File: src/rtl/bcd_pkg.sv
// Shared definitions for the sequential binary-to-BCD converter.
//   state_t  : converter FSM state encoding
//   BCD_W    : bits per BCD digit
//   NUM_DIG  : number of BCD digits produced
//   DIG_NINE : digit value shown on every position when the input overflows
package bcd_pkg;

  localparam int BCD_W   = 4;
  localparam int NUM_DIG = 4;
  localparam logic [BCD_W-1:0] DIG_NINE = 4'h9;

  typedef enum logic [1:0] {
    S_IDLE  = 2'd0,
    S_SHIFT = 2'd1,
    S_DONE  = 2'd2
  } state_t;

endpackage

File: src/rtl/dd_digit_adj.sv
// Double-dabble digit correction: adds 3 to a BCD digit field that is 5 or
// more, so that the following left shift carries correctly into the next
// decimal digit.
//   i_dig : digit field before correction
//   o_dig : corrected digit field
module dd_digit_adj
  import bcd_pkg::*;
(
  input  logic [BCD_W-1:0] i_dig,
  output logic [BCD_W-1:0] o_dig
);

  // Inputs are 0..9 during a legal conversion, so 5..9 + 3 = 8..12 fits in 4 bits.
  always_comb begin
    o_dig = i_dig;
    if (i_dig >= 4'd5) begin
      o_dig = i_dig + 4'd3;
    end
  end

endmodule

File: src/rtl/bin_to_bcd_seq.sv
// Sequential binary-to-BCD converter (double-dabble, one add-3/shift per clock)
// feeding the four-digit seven-segment display stage.
//   CLK       : system clock, rising edge
//   RSTN      : synchronous active-low reset
//   START     : conversion request, sampled only while idle
//   BIN       : unsigned binary input, captured on the accepting edge
//   BUSY      : high whenever the converter is not idle
//   DONE      : one-cycle pulse when new digits are valid
//   OVF       : last accepted BIN exceeded MAX_VAL (digits then read 9999)
//   BCD0..3   : ones, tens, hundreds, thousands digits; held between conversions
//
// state   | meaning
// S_IDLE  | waiting for START; BUSY low
// S_SHIFT | W_BIN add-3/shift iterations on the scratch register
// S_DONE  | single cycle with DONE high, then back to idle
module bin_to_bcd_seq
  import bcd_pkg::*;
#(
  parameter int W_BIN   = 14,
  parameter int MAX_VAL = 9999
) (
  input  logic             CLK,
  input  logic             RSTN,
  input  logic             START,
  input  logic [W_BIN-1:0] BIN,
  output logic             BUSY,
  output logic             DONE,
  output logic             OVF,
  output logic [3:0]       BCD0,
  output logic [3:0]       BCD1,
  output logic [3:0]       BCD2,
  output logic [3:0]       BCD3
);

  localparam int SCR_W = BCD_W * NUM_DIG + W_BIN;
  localparam int CNT_W = $clog2(W_BIN + 1);

  state_t             r_state;
  state_t             w_next_state;
  logic               w_load;
  logic               w_last;
  logic               w_bin_ovf;

  logic [SCR_W-1:0]   r_scr;
  logic [CNT_W-1:0]   r_cnt;
  logic               r_ovf_pend;
  logic               r_busy;
  logic               r_done;
  logic               r_ovf;
  logic [BCD_W-1:0]   r_bcd [NUM_DIG];

  logic [BCD_W-1:0]   w_adj_dig [NUM_DIG];
  logic [SCR_W-1:0]   w_adj_scr;
  logic [SCR_W-1:0]   w_shift;

  assign w_bin_ovf = (32'(BIN) > 32'(MAX_VAL));

  // Digit fields sit above the binary part of the scratch register.
  for (genvar g = 0; g < NUM_DIG; g++) begin : g_adj
    dd_digit_adj u_adj (
      .i_dig (r_scr[W_BIN + BCD_W*g +: BCD_W]),
      .o_dig (w_adj_dig[g])
    );
  end

  always_comb begin
    w_adj_scr = r_scr;
    for (int k = 0; k < NUM_DIG; k++) begin
      w_adj_scr[W_BIN + BCD_W*k +: BCD_W] = w_adj_dig[k];
    end
    w_shift = w_adj_scr << 1;
  end

  always_ff @(posedge CLK) begin
    if (!RSTN) begin
      r_state <= S_IDLE;
    end else begin
      r_state <= w_next_state;
    end
  end

  always_comb begin
    w_next_state = r_state;
    w_load       = 1'b0;
    w_last       = 1'b0;
    case (r_state)
      S_IDLE: begin
        if (START) begin
          w_next_state = S_SHIFT;
          w_load       = 1'b1;
        end
      end
      S_SHIFT: begin
        if (r_cnt == CNT_W'(W_BIN - 1)) begin
          w_next_state = S_DONE;
          w_last       = 1'b1;
        end
      end
      S_DONE: begin
        w_next_state = S_IDLE;
      end
      default: begin
        w_next_state = S_IDLE;
      end
    endcase
  end

  always_ff @(posedge CLK) begin
    if (!RSTN) begin
      r_scr      <= '0;
      r_cnt      <= '0;
      r_ovf_pend <= 1'b0;
      r_busy     <= 1'b0;
      r_done     <= 1'b0;
      r_ovf      <= 1'b0;
      for (int k = 0; k < NUM_DIG; k++) begin
        r_bcd[k] <= '0;
      end
    end else begin
      // BUSY/DONE are registered copies of where the FSM is heading.
      r_busy <= (w_next_state != S_IDLE);
      r_done <= (w_next_state == S_DONE);

      if (w_load) begin
        r_scr      <= {{(BCD_W*NUM_DIG){1'b0}}, BIN};
        r_cnt      <= '0;
        r_ovf_pend <= w_bin_ovf;
      end else if (r_state == S_SHIFT) begin
        r_scr <= w_shift;
        r_cnt <= r_cnt + CNT_W'(1);
      end

      if (w_last) begin
        r_ovf <= r_ovf_pend;
        for (int k = 0; k < NUM_DIG; k++) begin
          r_bcd[k] <= r_ovf_pend ? DIG_NINE : w_shift[W_BIN + BCD_W*k +: BCD_W];
        end
      end
    end
  end

  assign BUSY = r_busy;
  assign DONE = r_done;
  assign OVF  = r_ovf;
  assign BCD0 = r_bcd[0];
  assign BCD1 = r_bcd[1];
  assign BCD2 = r_bcd[2];
  assign BCD3 = r_bcd[3];

endmodule

File: config.mk
export PLATFORM = sky130hd
export DESIGN_NAME = bin_to_bcd_seq
export DESIGN_NICKNAME = d
export VERILOG_FILES = /design/src/rtl/bcd_pkg.sv /design/src/rtl/dd_digit_adj.sv /design/src/rtl/bin_to_bcd_seq.sv
export SDC_FILE = /design/constraint.sdc
export NUM_CORES = 1
export LEC_CHECK = 0
export ABC_AREA = 1
export CORE_UTILIZATION = 45
export DETAILED_ROUTE_END_ITERATION = 6
export PLACE_DENSITY_LB_ADDON = 0.3
export SLEW_MARGIN = 20
export SYNTH_ARGS = -nofsm -noshare
export SYNTH_HDL_FRONTEND = slang
export SYNTH_SLANG_ARGS = --single-unit
File: constraint.sdc
create_clock -name CLK -period 2.5 [get_ports CLK]
set_input_delay 0.375 -clock CLK [delete_from_list [all_inputs] [get_ports CLK]]
set_output_delay 0.375 -clock CLK [all_outputs]
set_load 0.02 [all_outputs]
* Word-level counts from Yosys, hierarchy flattened *
Memories as Yosys holds them, arrays and structs flattened.
Index checks and enable logic that the tools add are counted.

cells by class
  order comparisons = 5
  muxes and demuxes = 25
  bitwise logic cells = 5
  reduce and logical (&&, ||, !) cells = 4
  $add $sub $neg = 5
  equality and inequality tests = 3

operators by type and width
  operator                number
  $mux W4                 11
  $mux W14                2
  $ge A4 B3 Y1 const B    4
  $gt A14 B14 Y1 const B  1
  $add A4 B2 Y4 const B   3
  $mux W1                 8
  $add A4 B1 Y4 const B   1
  $eq A4 B4 Y1 const B    1
  $mux W2                 2
  $or A1 B1 Y1            4
  $pmux W2 S2             1
  $reduce_bool A2 Y1      2
  $add A3 B2 Y3 const B   1
  $mux W3                 1
  $eq A2 B1 Y1 const B    1
  $eq A2 B2 Y1 const B    1
  $logic_not A2 Y1        1
  $reduce_or A2 Y1        1
  $not A1 Y1              1

storage, ports and cells
  output and inout bits = 19
  input port bits = 17
  bits in writable memories = 16
  memories kept = 1
  register bits = 40
  logic and storage cells = 56

memory list
  name   depth  bits a word  read ports  clocked after memory_dff  write ports  line                  source
  r_bcd  4      4            4           0                         4            bin_to_bcd_seq.sv:50  logic [BCD_W-1:0] r_bcd [NUM_DIG];

* Longest topological paths before layout *
Gate-level depths: netlist of the first run.

  depth after elaboration = 7
  depth in mapped cells = 9
  mapped depth without buffers = 9

* Cells and area by module *
Synthesis of the first run repeated with hierarchy kept, for this count alone.

second synthesis, totals
  cell total of the unflattened synthesis = 393
  area, all modules = 2,989.1 µm²

by module, submodules not included
  module          area each (µm²)  cells an instance  instances  sequential area each (µm²)
  bin_to_bcd_seq  2,448.6          301                1          1,281.2
  dd_digit_adj    135.1            23                 4          0.0

* Worst setup path after synthesis of the first run *
No wires, ideal clock.

  path type = reg-to-reg
  start point = reg r_cnt[0]
  end point = mem r_bcd[0][0], enable pin
  data required time = 2,087 ps
  slack = 155 ps
  stages on the path, launching flop included = 4
  arrival = 1,932 ps
  path buffers = 0
  cell sequence = dfxtp_1 > ha_1 > nand3_1 > o21ai_0

RTL lines
  what                    line                   source
  start, declared         bin_to_bcd_seq.sv:45   logic [CNT_W-1:0] r_cnt;
  start signal, assigned  bin_to_bcd_seq.sv:130  r_cnt <= r_cnt + CNT_W'(1);
  end, declared           bin_to_bcd_seq.sv:50

* Final worst setup path of the first run *
  start point = reg r_state[1]
  end point = reg r_scr[21]

between the ends
  word-level cells in the longest chain between the ends = 3
  elaborated cells on any way between the ends = 4
  classes of those cells = eq/ne (1); mux (1); reduce/logical (2)

ends and longest elaborated chain
  what                        line                   source
  start, declared             bin_to_bcd_seq.sv:38   state_t r_state;
  start signal, assigned      bin_to_bcd_seq.sv:78   r_state <= w_next_state;
  $logic_not A2 Y1            bin_to_bcd_seq.sv:86   case (r_state)
  $mux W1                     bin_to_bcd_seq.sv:86
  $reduce_or A2 Y1 (no line)  n/a
  end signal, assigned        bin_to_bcd_seq.sv:125  r_scr <= {{(BCD_W*NUM_DIG){1'b0}}, BIN};
  end signal, assigned        bin_to_bcd_seq.sv:129  r_scr <= w_shift;
  end, declared               bin_to_bcd_seq.sv:44   logic [SCR_W-1:0] r_scr;

Several ways; a longest one is shown, not always the timed one.
A chain may end at the register's enable or synchronous reset.

==> results of run 1 <==
registers in the layout (all words and copies together) (netlist names):
name and flops:
r_cnt 4, r_state 2, r_bcd 16, r_scr 30
r_ovf_pend 1, OVF 1, BUSY 1, DONE 1
cell type report:
type                            count  area share, %
Sequential cell                    56           40.5
Timing Repair Buffer               44           13.2
Clock buffer                        7           2.41
Clock inverter                      1          0.277
Tap cell                           72           2.85
Inverter                           48           5.70
Multi-Input combinational cell    222           35.0
worst paths after layout:
kind	startpoint	slack [ns]	endpoint	cells past startpoint
min reg2reg	OVF$_SDFFE_PN0P_	0.48	OVF$_SDFFE_PN0P_	2
min	OVF$_SDFFE_PN0P_	0.48	OVF$_SDFFE_PN0P_	2
max reg2reg	r_state[1]$_SDFF_PN0_	0.67	r_scr[21]$_SDFFE_PP0P_	6
max	r_state[1]$_SDFF_PN0_	0.67	r_scr[21]$_SDFFE_PP0P_	6
critical path: stages (launching register included):
cell and delay, ns:
dfxtp_1 0.38, inv_1 0.07, nand2_1 0.30, clkinv_1 0.42, buf_4 0.33, o21ai_0 0.16
a21oi_1 0.05
power groups by stage:
stage / Clock, W / Combinational, W / Sequential [W]
3_5_place_dp: 0 / 0.000255 / 0.00102
3_3_place_gp: 0 / 0.000250 / 0.00102
5_1_grt: 0.000535 / 0.000289 / 0.00100
2_1_floorplan: 0 / 0.000148 / 0.00103
4_1_cts: 0.000507 / 0.000255 / 0.000998
6_report: 0.000492 / 0.000254 / 0.000999
per-layer routing:
layer	global-route usage (%)	vias to the layer above	share of wire, %
met4	5.37	0	1.1
met5	0	-	0
met3	3.49	5	4.3
li1	-	1191	-
met2	33.3	61	48
met1	23.0	1027	47
logic make-up after synthesis:
kind of cell,count (synthesis)
compound gates,60
fa+ha+maj,10
buf+inv,58
simple gates,150
flops,56
xor+xnor,2
Yosys cell counts:
cell type / count / area, um^2
dfxtp_1: 40 / 801
xor2_1: 1 / 8.76
a21oi_1: 30 / 150
ha_1: 10 / 125
nand2_2: 1 / 6.26
a31oi_1: 12 / 75.1
buf_2: 7 / 35.0
nand3_1: 36 / 180
nand3b_1: 1 / 7.51
or2_2: 1 / 6.26
clkinv_1: 1 / 3.75
edfxtp_1: 16 / 480
clkbuf_1: 3 / 11.3
nor3_1: 1 / 5.00
nand2_1: 82 / 308
inv_1: 47 / 176
o21ai_0: 18 / 90.1
nor3_4: 1 / 16.3
nor2_1: 19 / 71.3
nand4_1: 8 / 50.1
xnor2_1: 1 / 8.76
per-stage QoR:
stage	total power (W)	worst slack [ns]	hold WS, ns	cell area, um^2	utilization, %
after CTS	0.00176	0.651	0.483	3160	57.1
after global placement	0.00127	0.639	0.458	3080	55.6
after detailed placement	0.00127	0.590	0.468	3080	55.6
final	0.00174	0.673	0.479	3160	57.1
after global routing	0.00183	0.441	0.495	3160	57.1
after floorplan	0.00118	0.155	0.445	2620	-
==> impl_metrics.csv, run 1 <==
group,metric,value,unit
power_and_ir_drop,p_seq_share,57.3,%
clock_network,cts_buffer_depth,2,
place,gp_congestion,0.808,
final_layout,areaGrowthSynthToFinish,20.9,%
clock_network,clk_pin_slew_worst_paths,0.10,ns
sta,max_slew_margin,74.3,%
logic_synthesis,ys_ff_latch,56,
logic_synthesis,seq_area_frac_synth,49.0,%
logic_synthesis,syn_nets,363,
logic_synthesis,synthSimpleGateAreaFrac,24.9,%
final_layout,n_antenna_cell,0,
sta,final_hold_viol_count,0,
sta,final-setup-viol-count,0,
power_and_ir_drop,comb_power_share,14.6,%
logic_synthesis,synth_fa_ha_area_share,4.78,%
sta,fin_crit_sh,73.1,%
logic_synthesis,synth-compound-area-share,12.1,%
place,dp_hpwl,3780,um
final_layout,fillers,528,
place,portBuffers,35,
logic_synthesis,synth_top_family_by_area,"simple AND/OR/NAND/NOR gates",
detailed_routing,viasPerCell,5.08,
die,die_y,78.3,um
logic_synthesis,yosysWarnings,0,
grt,grt_pass1_vias,2152,
grt,grt_start_max_net_pins,18,
detailed_routing,vias,2284,
flow_run,cap_viol_max_count,0,
logic_synthesis,syn_inst,336,
sta,min_period,1.83,ns
clock_network,clkLatencyLatePin,0.31,ns
final_layout,final_common_cell,"nand2_1",
clock_network,post-cts-setup-buffers,0,
setup_path,critPathMaxFanout,16,
power_and_ir_drop,p_sw_share,26.5,%
setup_path,worstSetupPathType,"register to register",
sta,setup_tns,0,ns
power_and_ir_drop,cellInternalPower,0.00128,W
setup_path,startpoint_type,"register",
sta,finClkSkew,0.0112,ns
final_layout,stdcell_count,450,
die,rows,27,
grt,antenna_found_initial,0,
power_and_ir_drop,p_per_area,551,nW/um^2
final_layout,final_layout_size_suffix_gt1_share,4.76,%
setup_path,crit_required,2.69,ns
clock_network,ctsHoldBuffers,0,
grt,grt_pass1_wl,9160,um
grt,gr-total-overflow,0,
clock_network,cts.sink_count,56,
die,initial_core_util,47.2,%
power_and_ir_drop,peakVddDrop,0.000245,V
place,placed_cells,442,
min_path,hold_class,"register to register",
clock_network,cts_resized,0,
detailed_routing,drt_pass1_iterations,4,
setup_path,arrival,2.02,ns
logic_synthesis,synthXorXnorAreaFrac,0.670,%
clock_network,cts_buffers,5,
status,status,"complete, no violations",
power_and_ir_drop,power_switching,0.000463,W
sta,fmax,547,MHz
logic_synthesis,synth_cell_types,21,
power_and_ir_drop,leakage,1.31,nW
logic_synthesis,synthMuxAreaShare,0,%
logic_synthesis,syn_area,2620,um^2
detailed_routing,final_antenna_net_count,0,
die,die_w,78.3,um
sta,worst_pin_slew,0.384,ns
clock_network,tritoncts,"yes",
sta,drv_slew,0,
detailed_routing,drcViolationCount,0,
grt,grt_use_total,18.8,%
logic_synthesis,avgSynthCellArea,7.79,um^2
setup_path,endpoint_kind,"register",
clock_network,cts_root_buf,"clkbuf_8",
sta,rsz0062_at_grt,"no",
final_layout,seq_area,1280,um^2
final_layout,final_cell_mix,"nand2_1, inv_1, dfxtp_1",
die,die_area,6120,um^2
power_and_ir_drop,clockPowerShare,28.2,%
detailed_routing,wl,5140,um
final_layout,layout.nets,404,
die,design.core.area,5540,um^2
detailed_routing,drt_iter0_drc,130,
final_layout,multi_input_area,1110,um^2
detailed_routing,wl_per_cell,11.4,um
die,ios,36,
clock_network,h-tree-depth,2,
Note: power is estimated with default switching activity, not from simulation.
==> run 2, diff against run 1 <==
==> constraint.sdc (replaced) <==
create_clock -name CLK -period 1.7 [get_ports CLK]
set_input_delay 0.255 -clock CLK [delete_from_list [all_inputs] [get_ports CLK]]
set_output_delay 0.255 -clock CLK [all_outputs]
set_load 0.02 [all_outputs]
==> impl_metrics.csv, run 2 (synthesis gave the netlist of run 1 again) <==
group,metric,value,unit
status,status,"complete, no violations",
grt,grt_pass1_vias,2201,
clock_network,cts_buffers,5,
power_and_ir_drop,comb_power_share,15.0,%
setup_path,crit_required,1.89,ns
setup_path,critPathMaxFanout,4,
power_and_ir_drop,cellInternalPower,0.00189,W
setup_path,arrival,1.78,ns
detailed_routing,drcViolationCount,0,
final_layout,stdcell_count,455,
place,placed_cells,446,
sta,rsz0062_at_grt,"no",
sta,drv_slew,0,
sta,worst_pin_slew,0.283,ns
sta,final-setup-viol-count,0,
place,placed_area,3120,um^2
detailed_routing,drt_iter0_drc,102,
final_layout,final_area,3230,um^2
clock_network,ctsHoldBuffers,0,
final_layout,final_common_cell,"nand2_1",
die,rows,27,
detailed_routing,wl_per_cell,11.2,um
die,initial_core_util,47.2,%
final_layout,areaGrowthSynthToFinish,23.5,%
clock_network,cts_root_buf,"clkbuf_8",
grt,gr-total-overflow,0,
clock_network,clk_pin_slew_worst_paths,0.10,ns
power_and_ir_drop,p_per_area,798,nW/um^2
detailed_routing,final_antenna_net_count,0,
setup_path,worst-r2r-cell-count,7,
sta,finClkSkew,0.00636,ns
final_layout,reg_top3,"r_scr: 30 flops, r_bcd: 16 flops, r_cnt: 4 flops",
flow_run,cap_viol_max_count,0,
setup_path,r2r_start,"r_cnt[0]$_SDFFE_PP0P_",
die,die_area,6120,um^2
sta,min_period,1.59,ns
sta,fmax,629,MHz
die,die_w,78.3,um
clock_network,tritoncts,"yes",
power_and_ir_drop,clockPowerShare,28.1,%
setup_path,worstSetupPathType,"register to register",
final_layout,layout.nets,409,
grt,antenna_found_initial,0,
setup_path,startpoint_type,"register",
sta,fin_crit_sh,93.5,%
sta,final_hold_viol_count,0,
detailed_routing,viasPerCell,5.04,
clock_network,cts.sink_count,56,
setup_path,crit_start,"r_cnt[0]$_SDFFE_PP0P_",
setup_path,reg2reg_slack,0.11,ns
die,ios,36,
clock_network,cts_buffer_depth,2,
place,dp_hpwl,3820,um
setup_path,worstReg2RegEnd,"r_bcd[3][0]$_SDFFCE_PN0P_",
power_and_ir_drop,leakage,1.34,nW
power_and_ir_drop,power_switching,0.000688,W
place,gp_congestion,0.819,
min_path,hold_class,"register to register",
setup_path,worstSetupEndpoint,"r_bcd[3][0]$_SDFFCE_PN0P_",
sta,setup_tns,0,ns
final_layout,fillers,527,
clock_network,h-tree-depth,2,
final_layout,top_register,"r_scr",
detailed_routing,wl,5110,um
die,die_y,78.3,um
final_layout,final_layout_size_suffix_gt1_share,6.79,%
power_and_ir_drop,p_seq_share,57.0,%
final_layout,final_cell_mix,"nand2_1, inv_1, dfxtp_1",
die,design.core.area,5540,um^2
setup_path,endpoint_kind,"register",
detailed_routing,vias,2295,
min_path,hp-start,"OVF$_SDFFE_PN0P_",
sta,max_slew_margin,81.1,%
detailed_routing,drt_pass1_iterations,4,
power_and_ir_drop,p_sw_share,26.7,%
grt,grt_pass1_wl,9120,um
grt,grt_start_max_net_pins,19,
clock_network,clkLatencyLatePin,0.31,ns
grt,grt_use_total,18.6,%
place,portBuffers,35,
power_and_ir_drop,peakVddDrop,0.000372,V
final_layout,largest_reg_flops,30,
final_layout,n_antenna_cell,0,
-- run 2: routing by layer --
metal | vias up | global-route usage (%) | part of all wire (%)
li1 | 1196 | - | -
met1 | 1051 | 21.8 | 47
met2 | 43 | 34.1 | 49
met3 | 5 | 3.49 | 3.5
met4 | 0 | 5.93 | 0.88
met5 | - | 0 | 0
-- run 2: stage by stage --
step	util, %	setup WS [ns]	total power [W]	hold WS, ns
4_1_cts	58.0	0.117	0.00260	0.480
2_1_floorplan	-	0.0981	0.00173	0.398
5_1_grt	58.3	0.00908	0.00272	0.503
6_report	58.3	0.110	0.00258	0.476
3_3_place_gp	56.4	0.143	0.00188	0.456
3_5_place_dp	56.4	0.0801	0.00189	0.465
-- run 2: timing repair --
item | in CTS | in global routing
setup buffers | 0 | 1
gates resized for setup | 0 | 2
endpoints found under the setup margin | 0 | 8
-- run 2: worst max-delay path, cell delays in order, from the launching register on --
cell and delay [ns]:
dfxtp_1 0.41, ha_1 0.20, nand3_2 0.15, nor3_4 0.33
buf_4 0.17, buf_4 0.11, nand2_1 0.05, nand2_1 0.05
-- run 2: worst min path at each step --
stage / cells after the start / slack [ns] / to
floorplan: 2 / 0.40 / r_scr[0]$_SDFFE_PN0P_
global placement: 2 / 0.46 / OVF$_SDFFE_PN0P_
detailed placement: 2 / 0.47 / OVF$_SDFFE_PN0P_
CTS: 2 / 0.48 / OVF$_SDFFE_PN0P_
global route: 2 / 0.50 / r_scr[1]$_SDFFE_PN0P_
finish: 2 / 0.48 / OVF$_SDFFE_PN0P_
-- run 2: final cells by class --
| cell class | count | area (um^2) | area share, % |
|---|---|---|---|
| Clock inverter | 2 | 16.3 | 0.503 |
| Multi-Input combinational cell | 222 | 1120 | 34.7 |
| Inverter | 48 | 180 | 5.58 |
| Timing Repair Buffer | 49 | 468 | 14.5 |
| Tap cell | 72 | 90.1 | 2.79 |
| Clock buffer | 6 | 72.6 | 2.25 |
| Sequential cell | 56 | 1280 | 39.7 |
-- run 2: power by group through the flow --
stage                     clock network, W  registers, W  logic [W]
after floorplan                          0       0.00151   0.000219
after global placement                   0       0.00150   0.000381
after detailed placement                 0       0.00150   0.000387
after CTS                         0.000743       0.00147   0.000388
after global routing              0.000802       0.00148   0.000436
final                             0.000723       0.00147   0.000386
